`config.mk`:
```
export PLATFORM = sky130hd
export DESIGN_NAME = popcount_seq_flat
export DESIGN_NICKNAME = d
export VERILOG_FILES = /design/src/rtl/popcount_pkg.sv /design/src/rtl/popcount_seq_if.sv /design/src/rtl/popcount_lane.sv /design/src/rtl/popcount_seq.sv /design/src/flat_wrapper.sv
export SDC_FILE = /design/constraint.sdc
export NUM_CORES = 1
export LEC_CHECK = 0
export CAP_MARGIN = 10
export CORE_MARGIN = 2
export CORE_UTILIZATION = 45
export DETAILED_ROUTE_END_ITERATION = 16
export PLACE_DENSITY = 0.8
export SETUP_SLACK_MARGIN = 0.2
export SLEW_MARGIN = 20
export SYNTH_ARGS = -nofsm -noshare
export SYNTH_HDL_FRONTEND = slang
export SYNTH_SLANG_ARGS = --single-unit
export TNS_END_PERCENT = 5
```
`constraint.sdc`:
```
create_clock -name clk -period 2.05 [get_ports clk]
set_input_delay 0.3075 -clock clk [delete_from_list [all_inputs] [get_ports clk]]
set_output_delay 0.3075 -clock clk [all_outputs]
set_load 0.05 [all_outputs]
```
`src/rtl/popcount_pkg.sv`:
```
// Shared types and helpers for the sequential population counter.
package popcount_pkg;

  typedef enum logic [1:0] {
    IDLE = 2'd0,
    RUN  = 2'd1,
    DONE = 2'd2
  } state_t;

  function automatic int unsigned f_ceil_div(input int unsigned a, input int unsigned b);
    return (a + b - 1) / b;
  endfunction

endpackage

```
`src/rtl/popcount_seq_if.sv`:
```
// Word-in / count-out handshake bundle for popcount_seq.
interface popcount_seq_if #(
  parameter int unsigned WIDTH = 16
) ();
  localparam int unsigned CW = $clog2(WIDTH + 1);

  logic             in_valid;
  logic             in_ready;
  logic [WIDTH-1:0] in_data;
  logic             in_zeros;
  logic             out_valid;
  logic             out_ready;
  logic [CW-1:0]    out_count;
  logic             busy;

  modport master (
    output in_valid, in_data, in_zeros, out_ready,
    input  in_ready, out_valid, out_count, busy
  );

  modport slave (
    input  in_valid, in_data, in_zeros, out_ready,
    output in_ready, out_valid, out_count, busy
  );
endinterface

```
`src/rtl/popcount_lane.sv`:
```
// Combinational bit counter for one chunk of N bits.
module popcount_lane #(
  parameter int unsigned N = 4
) (
  input  logic [N-1:0]               bits,
  output logic [$clog2(N+1)-1:0]     count
);
  localparam int unsigned OW = $clog2(N + 1);

  // Written as a linear sum; synthesis rebalances it into an adder tree.
  always_comb begin
    count = '0;
    for (int unsigned i = 0; i < N; i++) begin
      count = count + OW'(bits[i]);
    end
  end
endmodule

```
`src/rtl/popcount_seq.sv`:
```
// Multi-cycle population counter: LANES bits per cycle, valid/ready on both sides.
module popcount_seq
  import popcount_pkg::*;
#(
  parameter int unsigned WIDTH = 16,
  parameter int unsigned LANES = 4
) (
  input logic          clk,
  input logic          reset,
  popcount_seq_if.slave bus
);
  localparam int unsigned CW        = $clog2(WIDTH + 1);
  localparam int unsigned CHUNKS    = f_ceil_div(WIDTH, LANES);
  localparam int unsigned IW        = $clog2(CHUNKS + 1);
  localparam int unsigned PW        = $clog2(LANES + 1);
  localparam int unsigned REM       = WIDTH % LANES;
  localparam int unsigned LAST_BITS = (REM == 0) ? LANES : REM;

  state_t           state_q, state_d;
  logic [WIDTH-1:0] shreg;
  logic [IW-1:0]    idx;
  logic [CW-1:0]    acc;
  logic [CW-1:0]    cnt_q;
  logic             ov_q;

  logic [LANES-1:0] last_mask;
  logic [LANES-1:0] lane_bits;
  logic [PW-1:0]    psum;
  logic             last_chunk;
  logic             load;
  logic             clear_out;
  logic             in_ready_c;

  assign last_chunk = (idx == IW'(CHUNKS - 1));

  // Final chunk of a non-multiple width only sees its low WIDTH%LANES bits.
  always_comb begin
    last_mask = '1;
    for (int unsigned i = 0; i < LANES; i++) begin
      last_mask[i] = (i < LAST_BITS);
    end
  end

  assign lane_bits = shreg[LANES-1:0] & (last_chunk ? last_mask : '1);

  popcount_lane #(.N(LANES)) u_lane (
    .bits  (lane_bits),
    .count (psum)
  );

  always_comb begin
    state_d    = state_q;
    in_ready_c = 1'b0;
    load       = 1'b0;
    clear_out  = 1'b0;
    unique case (state_q)
      IDLE: begin
        in_ready_c = 1'b1;
        if (bus.in_valid) begin
          load    = 1'b1;
          state_d = RUN;
        end
      end
      RUN: begin
        if (last_chunk) state_d = DONE;
      end
      DONE: begin
        in_ready_c = bus.out_ready;
        if (bus.out_ready) begin
          clear_out = 1'b1;
          if (bus.in_valid) begin
            load    = 1'b1;
            state_d = RUN;
          end else begin
            state_d = IDLE;
          end
        end
      end
      default: state_d = IDLE;
    endcase
  end

  always_ff @(posedge clk) begin
    if (reset) begin
      state_q <= IDLE;
      shreg   <= '0;
      idx     <= '0;
      acc     <= '0;
      cnt_q   <= '0;
      ov_q    <= 1'b0;
    end else begin
      state_q <= state_d;
      if (load) begin
        shreg <= bus.in_zeros ? ~bus.in_data : bus.in_data;
        acc   <= '0;
        idx   <= '0;
      end else if (state_q == RUN) begin
        shreg <= shreg >> LANES;
        idx   <= idx + IW'(1);
        if (last_chunk) begin
          cnt_q <= acc + CW'(psum);
          ov_q  <= 1'b1;
        end else begin
          acc <= acc + CW'(psum);
        end
      end
      if (clear_out) ov_q <= 1'b0;
    end
  end

  assign bus.in_ready  = in_ready_c;
  assign bus.out_valid = ov_q;
  assign bus.out_count = cnt_q;
  assign bus.busy      = (state_q == RUN);

endmodule

```
`src/flat_wrapper.sv`:
```
// flat-port wrapper written by rule: the top's interface ports become plain ports
module popcount_seq_flat import popcount_pkg::*;
#(
  parameter int unsigned WIDTH = 16,
  parameter int unsigned LANES = 4
)
  (clk, reset, bus_in_valid, bus_in_data, bus_in_zeros, bus_out_ready, bus_in_ready, bus_out_valid, bus_out_count, bus_busy);
  popcount_seq_if #(.WIDTH(WIDTH)) bus_i ();
  input logic clk;
  input logic reset;
  input wire logic [$bits(bus_i.in_valid)-1:0] bus_in_valid;
  input wire logic [$bits(bus_i.in_data)-1:0] bus_in_data;
  input wire logic [$bits(bus_i.in_zeros)-1:0] bus_in_zeros;
  input wire logic [$bits(bus_i.out_ready)-1:0] bus_out_ready;
  output wire logic [$bits(bus_i.in_ready)-1:0] bus_in_ready;
  output wire logic [$bits(bus_i.out_valid)-1:0] bus_out_valid;
  output wire logic [$bits(bus_i.out_count)-1:0] bus_out_count;
  output wire logic [$bits(bus_i.busy)-1:0] bus_busy;
  assign bus_i.in_valid = bus_in_valid;
  assign bus_i.in_data = bus_in_data;
  assign bus_i.in_zeros = bus_in_zeros;
  assign bus_i.out_ready = bus_out_ready;
  assign bus_in_ready = bus_i.in_ready;
  assign bus_out_valid = bus_i.out_valid;
  assign bus_out_count = bus_i.out_count;
  assign bus_busy = bus_i.busy;
  popcount_seq #(.WIDTH(WIDTH), .LANES(LANES)) u_core (.clk(clk), .reset(reset), .bus(bus_i));
endmodule
```
==> results of run 1 <==
[cells in the final DEF, fill, tap and decap left out, types with 2 or more instances in the layout]
cell             netlist  final
mux2i_1                4      4
xor2_1                17     17
clkdlybuf4s50_1        0     25
nor2_1                11     11
ha_1                   3      3
nor4_1                12     12
or3_1                  3      3
o21ai_0                5      5
clkbuf_4               0      5
nand2b_1               3      3
a311oi_1              12     12
a211oi_1               2      2
o31ai_1                2      2
nand4_1                4      4
dfxtp_1               32     31
nand2_1               26     26
fa_2                   0      2
xnor2_1                2      2
buf_4                  0      9
clkbuf_1              10      2
o311ai_0               4      4
inv_1                  6      6
a21oi_1               13     13
[layer usage]
metal  vias to the layer above  share of wire [%]  GRT usage (%)  routed length [um]
met4                         0                2.2           8.78                  76
met1                       629                 49           24.9                1700
met3                         7                3.0           3.35                 105
met5                         -                  0              0                   0
li1                        728                  -              -                   -
met2                        29                 46           28.8                1580
[synthesized netlist by cell type (all sizes together)]
library cell | number | area share, %
a211oi | 2 | 0.92
a21oi | 13 | 4.0
a2bb2oi | 1 | 0.54
a311oi | 12 | 6.5
a31oi | 1 | 0.38
and3b | 1 | 0.54
buf | 5 | 1.5
clkbuf | 10 | 2.3
dfxtp | 32 | 39
fa | 3 | 3.7
ha | 3 | 2.3
inv | 7 | 1.6
mux2i | 4 | 2.5
nand2 | 26 | 6.0
nand2b | 3 | 1.2
nand3 | 2 | 0.62
nand4 | 4 | 1.5
nor2 | 11 | 2.5
nor2b | 1 | 0.38
nor4 | 12 | 4.6
o21ai | 5 | 1.5
o311ai | 4 | 2.2
o31ai | 2 | 0.92
or3 | 3 | 1.2
or3b | 1 | 0.54
or4 | 1 | 0.46
xnor2 | 2 | 1.1
xor2 | 17 | 9.2
[worst max-delay path: stages, from the launching register on]
cell	delay [ns]
dfxtp_2	0.34
fa_1	0.50
fa_2	0.37
fa_2	0.38
nand3_2	0.11
xor2_1	0.15
a21oi_1	0.08
[flip-flops by register name, indices dropped and copies added, names as in the netlist]
| register | cells |
|---|---|
| u_core.acc | 5 |
| u_core.bus.out_count | 5 |
| u_core.bus.out_valid | 1 |
| u_core.idx | 3 |
| u_core.shreg | 16 |
| u_core.state_q | 2 |
[metrics by stage]
stage | cell area, um2 | utilization [%] | hold WS (ns) | total power, mW | std cells
5_1_grt | 2040 | 59.8 | 0.496 | 1.41 | 263
6_report | 2040 | 59.8 | 0.466 | 1.33 | 263
3_3_place_gp | 1980 | 57.9 | 0.450 | 0.953 | 255
3_5_place_dp | 1980 | 57.9 | 0.453 | 0.964 | 255
4_1_cts | 2040 | 59.7 | 0.467 | 1.35 | 263
2_1_floorplan | 1640 | - | 0.380 | 0.860 | 188
[cell families after synthesis]
kind of cell,Yosys count
compound gates,40
simple gates,65
xor+xnor,19
flops,32
mux,4
buf+inv,22
fa+ha+maj,6
[power breakdown]
part / internal [mW] / switching, mW
registers: 0.658 / 0.0247
clock network: 0.169 / 0.214
logic: 0.127 / 0.141
[path summary, 6_finish.rpt]
kind,startpoint,end,depth (start not counted)
max,u_core.acc[0],u_core.bus.out_count[4],6
max reg2reg,u_core.acc[0],u_core.bus.out_count[4],6
min reg2reg,u_core.idx[1],u_core.idx[1],2
min,u_core.idx[1],u_core.idx[1],2
[timing repair]
action | in CTS | in global routing
resized for setup | 1 | 1
pin swaps | 5 | 5
endpoints found under the setup margin | 7 | 9
[cell type report]
cell class              instances  area (um2)
fillers                       304        1370
multi-input cells             134         907
flip-flops and latches         32         642
repair buffers                 36         350
clock buffers                   8        58.8
well taps                      46        57.6
inverters                       7        26.3
==> results by group, run 1 <==
Global route
  – Antenna violations before repair: 0
  – Grt ovf: 0
  – Tot GR Track Use: 18.5%
  – Vias in the first global route: around 1300
  – Wire length of the first global-routing pass: 6050 um
  – Largest net degree at the start of global routing: 23

Floorplan
  – Initial Util: a little under half
  – Core Footprint: 3420 um2
  – Die width: ~64 um
  – Row cnt: 21
  – I/O pin count: 29
  – DIE HEIGHT: about 64 um
  – Die Footprint: slightly above 4000 um2

STA
  – Relative slew slack: approximately 64%
  – Post-route clock period utilization: around 100%
  – Unrepaired setup endpoints after global routing: true
  – # setup viols final: 0
  – Highest Clock Rate: 489 MHz
  – Setup TNS: 0 ns
  – Final WS setup: roughly 0.004 ns
  – Setup Skew: roughly 0.0066 ns
  – Worst-margin pin slew: approximately 0.54 ns
  – Pins Over Slew Limit: 0
  – Final hold vios: 0
  – Post-layout min period: 2.05 ns

Setup path
  – Reg2reg setup slack: 0.004 ns
  – Crit path DAT: ~2.3 ns
  – Critical Path Fanout Max: 3
  – CP required: between 2 and 2.5 ns
  – Worst setup SP type: register
  – Crit end category: register
  – Critical setup path kind: register to register

Routing
  – Vias/cell: around 5.3
  – Routed Antenna Nets: 0
  – Residual DRC: 0
  – Routed wire length per instance: ~13 um
  – Routed via count: about 1400
  – DR pass1 iterations: 4
  – Routed WL: 3470 um
  – Initial DRC count: 130

Status
  – Status: complete, no violations

CTS
  – CTS sink count: 32
  – Post-CTS Setup Inserts: 0
  – CTS tree: built
  – CTS buffer count: 5
  – Clock slew seen by the registers of the worst setup and hold paths: around 0.090 ns
  – Hold_buf cts: 0
  – Root Driver: clkbuf_4
  – Clock buffer depth: 2
  – H-tree Lvls: 2
  – Clock Latency Late Sink: around 0.34 ns

Placement
  – DP Worst Slack: -0.0103 ns
  – GP Congestion: 0.806
  – # port buffers: 28
  – DPL Wire Length: 2390 um

Final layout
  – Share of layout cells above drive strength 1: approximately a tenth
  – Final net count: 243
  – Antenna diode count: 0
  – Synth-to-Final Area Change: 25.5%

Synthesis
  – Synth unique cells: 29
  – Warnings, synthesis: 0
  – Synth Area per Inst: 8.65 um2
  – Synth Area in XOR/XNOR: 10.2%
  – Mux contribution to synthesized area: 2.46%
  – Compound-cell area share of the yosys netlist: 16.9%
  – Largest family of logic cells by synthesized area: simple AND/OR/NAND/NOR gates
  – Adder-Cell Fraction of Synth Area: between 6 and 7%
  – Seq cells post-synth: 32
  – Synth Instances: approximately 190
  – Sequential area share after synthesis: 39.4%
  – Synthesized area: 1630 um2
  – Synth Area in Simple Gates: 19.5%
  – Syn_nets: ~220

Power and ir drop
  – Pwr Density: 653 nW/um2
  – Pleak: 0.759 nW
  – Worst ir drop on vdd: between 0.0002 and 0.0003 V

Min path
  – HP Class: register to register

Flow run
  – Max Cap Viol: 0
No activity file was read; power rests on OpenSTA's default activity.
==> run 2, diff against run 1 <==
--- a/config.mk
+++ b/config.mk
@@ -6,10 +6,12 @@
 export NUM_CORES = 1
 export LEC_CHECK = 0
 export CAP_MARGIN = 10
+export CELL_PAD_IN_SITES_DETAIL_PLACEMENT = 1
+export CELL_PAD_IN_SITES_GLOBAL_PLACEMENT = 2
 export CORE_MARGIN = 2
-export CORE_UTILIZATION = 45
+export CORE_UTILIZATION = 28
 export DETAILED_ROUTE_END_ITERATION = 16
-export PLACE_DENSITY = 0.8
+export PLACE_DENSITY = 0.82
 export SETUP_SLACK_MARGIN = 0.2
 export SLEW_MARGIN = 20
 export SYNTH_ARGS = -nofsm -noshare
==> results by group, run 2 (same netlist as run 1, synthesis figures left out) <==
Status
  – Status: complete, no violations

Global route
  – Met1 usage: a little under a fifth
  – Antenna violations before repair: 0
  – Grt met3 use: 2.70%
  – Largest net degree at the start of global routing: 23
  – Tot GR Track Use: approximately 14%
  – Gr busiest metal: met2
  – GR Util met2: 23.3%
  – Wire length of the first global-routing pass: roughly 7100 um
  – Grt ovf: 0
  – Vias in the first global route: approximately 1500

Routing
  – Residual DRC: 0
  – Vias/cell: between 5 and 6
  – Initial DRC count: 83
  – Routed Antenna Nets: 0
  – Routed via count: between 1000 and 1500
  – Routed WL: around 4200 um
  – Routed wire length per instance: ~14 um
  – DR pass1 iterations: 4

Setup path
  – CP required: roughly 2.2 ns
  – Crit path DAT: around 2.2 ns
  – Worst setup SP type: register
  – Crit end category: register
  – Critical Path Fanout Max: 3
  – Critical setup path kind: register to register
  – Crit-path max cell delay: approximately 0.49 ns
  – Family with the most delay on the worst path: adder cells
  – Crit-path most repeated cell: fa_2
  – CP cell instances: fa_1 > fa_2 > fa_2 > nand3_2 > xor2_1 > a21oi_1
  – Slowest-stage cell, CP: fa_1
  – Worst Path Buf+Inv: 0

Final layout
  – Most frequent cells in the layout: dfxtp_1 (31), nand2_1 (26), clkdlybuf4s50_1 (26), xor2_1 (17)
  – Max reg flops: 16
  – Synth-to-Final Area Change: 32.8%
  – Final net count: 245
  – Antenna diode count: 0
  – Most common cell after layout, fill and taps aside: dfxtp_1
  – Share of layout cells above drive strength 1: between 10% and 20%
  – Most flop-heavy register: u_core.shreg

STA
  – Pins Over Slew Limit: 0
  – Highest Clock Rate: 493 MHz
  – Relative slew slack: between 60% and 70%
  – Worst-margin pin slew: 0.517 ns
  – Unrepaired setup endpoints after global routing: true
  – # setup viols final: 0
  – Setup Skew: about 0.0067 ns
  – Final hold vios: 0
  – Post-layout min period: 2.03 ns
  – Post-route clock period utilization: a little over nine tenths
  – Setup TNS: 0 ns

Floorplan
  – Initial Util: roughly 30%
  – I/O pin count: 29
  – DIE HEIGHT: between 80 and 90 um
  – Row cnt: 27
  – Die Footprint: approximately 6400 um2
  – Core Footprint: around 5600 um2
  – Die width: between 80 and 90 um

Min path
  – HP Class: register to register

CTS
  – Clock buffer depth: 2
  – Hold_buf cts: 0
  – CTS sink count: 32
  – Root Driver: clkbuf_8
  – CTS buffer count: 5
  – H-tree Lvls: 2
  – CTS tree: built
  – Clock slew seen by the registers of the worst setup and hold paths: ~0.070 ns
  – Clock Latency Late Sink: approximately 0.28 ns

Power and ir drop
  – Final Total Pwr: around 1.6 mW
  – Pleak: 0.781 nW
  – Worst ir drop on vdd: 0.000301 V
  – Pwr Density: about 750 nW/um2

Flow run
  – Max Cap Viol: 0

Placement
  – DPL Wire Length: between 3000 and 4000 um
  – # port buffers: 28
  – GP Congestion: 0.710
run 2: tightest hold or removal path, delay by kind of cell (launching register included):
family,cells,cell delay [ns]
compound gates,1,0.06
simple gates,1,0.05
flops,1,0.31
run 2: layer usage:
metal  share of wire [%]  routed length [um]  vias to the layer above
li1                    -                   -                      729
met1                  48                2010                      714
met2                  48                1980                       27
met3                 2.9                 121                        5
met4                 1.2                  48                        0
met5                   0                   0                        -
run 2: path summary, 6_finish.rpt:
check / startpoint / endpoint / slack [ns] / cells past startpoint
max: u_core.acc[0] / u_core.bus.out_count[4] / 0.02 / 6
min: u_core.idx[1] / u_core.idx[1] / 0.47 / 2
max reg2reg: u_core.acc[0] / u_core.bus.out_count[4] / 0.02 / 6
min reg2reg: u_core.idx[1] / u_core.idx[1] / 0.47 / 2
run 2: report_power, final:
| part | leakage (nW) | switching, mW | internal, mW |
|---|---|---|---|
| Clock | 0.0645 | 0.229 | 0.429 |
| Combinational | 0.454 | 0.152 | 0.129 |
| Sequential | 0.262 | 0.0217 | 0.658 |
| Total | 0.781 | 0.402 | 1.22 |
run 2: stage by stage:
step / hold slack (ns) / instances / cell area (um2) / setup slack [ns] / utilization [%]
2_1_floorplan: 0.380 / 188 / 1640 / 0.0976 / -
3_3_place_gp: 0.451 / 283 / 2030 / 0.0527 / 36.4
3_5_place_dp: 0.460 / 283 / 2030 / 0.00247 / 36.4
4_1_cts: 0.470 / 291 / 2150 / 0.00363 / 38.6
5_1_grt: 0.477 / 291 / 2160 / -0.0403 / 38.8
6_report: 0.466 / 291 / 2160 / 0.0212 / 38.8
run 2: cell type report:
cell class / count / area, um2
fillers: 665 / 3410
flip-flops and latches: 32 / 642
multi-input cells: 134 / 913
repair buffers: 38 / 363
inverters: 7 / 26.3
well taps: 72 / 90.1
clock buffers: 7 / 96.3
clock inverters: 1 / 30.0
run 2: what timing repair did:
action	CTS	global route
resized for setup	0	3
pin swaps	0	5
setup buffers	0	0
endpoints found under the setup margin	8	9
==> run 3, diff against run 2 <==
--- a/config.mk
+++ b/config.mk
@@ -9,9 +9,10 @@
 export CELL_PAD_IN_SITES_DETAIL_PLACEMENT = 1
 export CELL_PAD_IN_SITES_GLOBAL_PLACEMENT = 2
 export CORE_MARGIN = 2
-export CORE_UTILIZATION = 28
+export CORE_UTILIZATION = 33
 export DETAILED_ROUTE_END_ITERATION = 16
-export PLACE_DENSITY = 0.82
+export DONT_BUFFER_PORTS = 1
+export PLACE_DENSITY = 0.8
 export SETUP_SLACK_MARGIN = 0.2
 export SLEW_MARGIN = 20
 export SYNTH_ARGS = -nofsm -noshare
==> results by group, run 3 (same netlist as run 1, synthesis figures left out) <==
Routing
  – Vias/cell: approximately 5.3
  – Routed Antenna Nets: 0
  – Routed WL: about 4000 um
  – Initial DRC count: 78
  – Routed via count: approximately 1400
  – Residual DRC: 0
  – DR pass1 iterations: 4
  – Routed wire length per instance: 15.6 um

Setup path
  – Worst setup SP type: register
  – Critical Path Fanout Max: 3
  – Family with the most delay on the worst path: adder cells
  – Crit-path max cell delay: ~0.49 ns
  – CP cell instances: fa_1 > fa_2 > fa_2 > nand3_2 > xor2_1 > a21oi_1
  – Critical setup path kind: register to register
  – Worst Path Buf+Inv: 0
  – Crit end category: register
  – Slowest-stage cell, CP: fa_1
  – CP required: approximately 2.2 ns
  – Crit-path most repeated cell: fa_2
  – Reg2reg path depth: 6
  – Crit path DAT: ~2.2 ns
  – Critical path depth in cells: 6

Global route
  – Tot GR Track Use: roughly 16%
  – Grt ovf: 0
  – Antenna violations before repair: 0
  – Wire length of the first global-routing pass: between 6000 and 7000 um
  – Largest net degree at the start of global routing: 24
  – Vias in the first global route: approximately 1400

Power and ir drop
  – Worst ir drop on vdd: between 0.0002 and 0.0003 V
  – Gate power share: between 10 and 15%
  – Pleak: about 0.65 nW
  – Switching power: between 0.3 and 0.4 mW
  – Final Total Pwr: roughly 1.4 mW
  – Sequential cell fraction of total power: 48.7%
  – Sw frac: between 20% and 30%
  – Clock network power share: between 30% and 40%
  – Power Internal: a little over 1 mW
  – Pwr Density: slightly below 800 nW/um2

STA
  – Post-layout min period: 2.04 ns
  – Relative slew slack: between 60% and 70%
  – Unrepaired setup endpoints after global routing: true
  – # setup viols final: 0
  – Setup TNS: 0 ns
  – Final WS setup: ~0.0086 ns
  – Worst-margin pin slew: 0.566 ns
  – Setup Skew: approximately 0.0074 ns
  – Highest Clock Rate: ~500 MHz
  – Final hold vios: 0
  – Pins Over Slew Limit: 0
  – Post-route clock period utilization: ~100%

CTS
  – Clock Latency Late Sink: between 0.2 and 0.3 ns
  – CTS buffer count: 5
  – Hold_buf cts: 0
  – Clock buffer depth: 2
  – Clock slew seen by the registers of the worst setup and hold paths: roughly 0.07 ns
  – Post-CTS Setup Inserts: 0
  – CTS tree: built
  – H-tree Lvls: 2
  – Root Driver: clkbuf_8
  – CTS sink count: 32

Final layout
  – Post-route cell area: roughly 1800 um2
  – Final net count: between 200 and 250
  – Share of layout cells above drive strength 1: about 12%
  – Max reg flops: 16
  – Fill cells: 566
  – Antenna diode count: 0
  – Most flop-heavy register: u_core.shreg
  – Most common cell after layout, fill and taps aside: dfxtp_1
  – Most frequent cells in the layout: dfxtp_1 (31), nand2_1 (26), xor2_1 (17), a21oi_1 (13)
  – Synth-to-Final Area Change: 11.8%

Floorplan
  – I/O pin count: 29
  – Core Footprint: 4720 um2
  – Row cnt: 25
  – Die Footprint: roughly 5500 um2
  – DIE HEIGHT: around 74 um
  – Die width: between 70 and 80 um
  – Initial Util: between 30 and 40%

Flow run
  – Max Cap Viol: 0

Placement
  – # port buffers: 0
  – DPL Wire Length: just under 3000 um
  – Placed Area: between 1500 and 2000 um2
  – GP Congestion: 0.770
  – DP Worst Slack: -0.0193 ns

Status
  – Status: complete, no violations

Min path
  – Hold path depth: 1
  – HP Class: input port to register
[run 3: cell type report]
| cell class | count | area [um2] | share of cell area (%) |
|---|---|---|---|
| clock inverter | 2 | 10.0 | 0.550 |
| inverter | 7 | 26.3 | 1.44 |
| clock buffer | 6 | 82.6 | 4.54 |
| timing repair buffer | 9 | 67.6 | 3.71 |
| tap | 67 | 83.8 | 4.61 |
| multi-input combinational | 134 | 907 | 49.9 |
| sequential | 32 | 642 | 35.3 |
[run 3: timing repair]
item,in CTS,in global routing
pin swaps,6,4
endpoints found under the setup margin,8,8
gates resized for setup,1,0
gates cloned,0,0
[run 3: layer usage]
metal,GRT usage [%],vias up,wire length (um)
met5,0,-,0
met2,26.2,26,1970
met4,7.88,0,83
met1,20.4,663,1830
li1,-,672,-
met3,3.52,8,120
[run 3: stage by stage]
stage / hold WS [ns] / utilization [%] / std cells
floorplan: 0.380 / - / 188
global route: 0.0715 / 38.5 / 257
CTS: 0.0687 / 38.5 / 257
detailed placement: 0.384 / 36.5 / 249
finish: 0.0863 / 38.5 / 257
global placement: 0.384 / 36.5 / 249
[run 3: path summary, 6_finish.rpt]
| path | start | end | slack, ns |
|---|---|---|---|
| worst max register to register | u_core.acc[0] | u_core.bus.out_count[4] | 0.009 |
| worst max-delay path | u_core.acc[0] | u_core.bus.out_count[4] | 0.009 |
| worst min register to register | u_core.idx[1] | u_core.idx[1] | 0.47 |
| worst min-delay path | reset | u_core.bus.out_count[1] | 0.09 |
[run 3: power groups by stage]
stage	registers, mW	clock network, mW	logic [mW]
2_1_floorplan	0.690	0	0.170
3_3_place_gp	0.693	0	0.198
3_5_place_dp	0.696	0	0.210
4_1_cts	0.682	0.520	0.211
5_1_grt	0.687	0.546	0.236
6_report	0.682	0.510	0.207
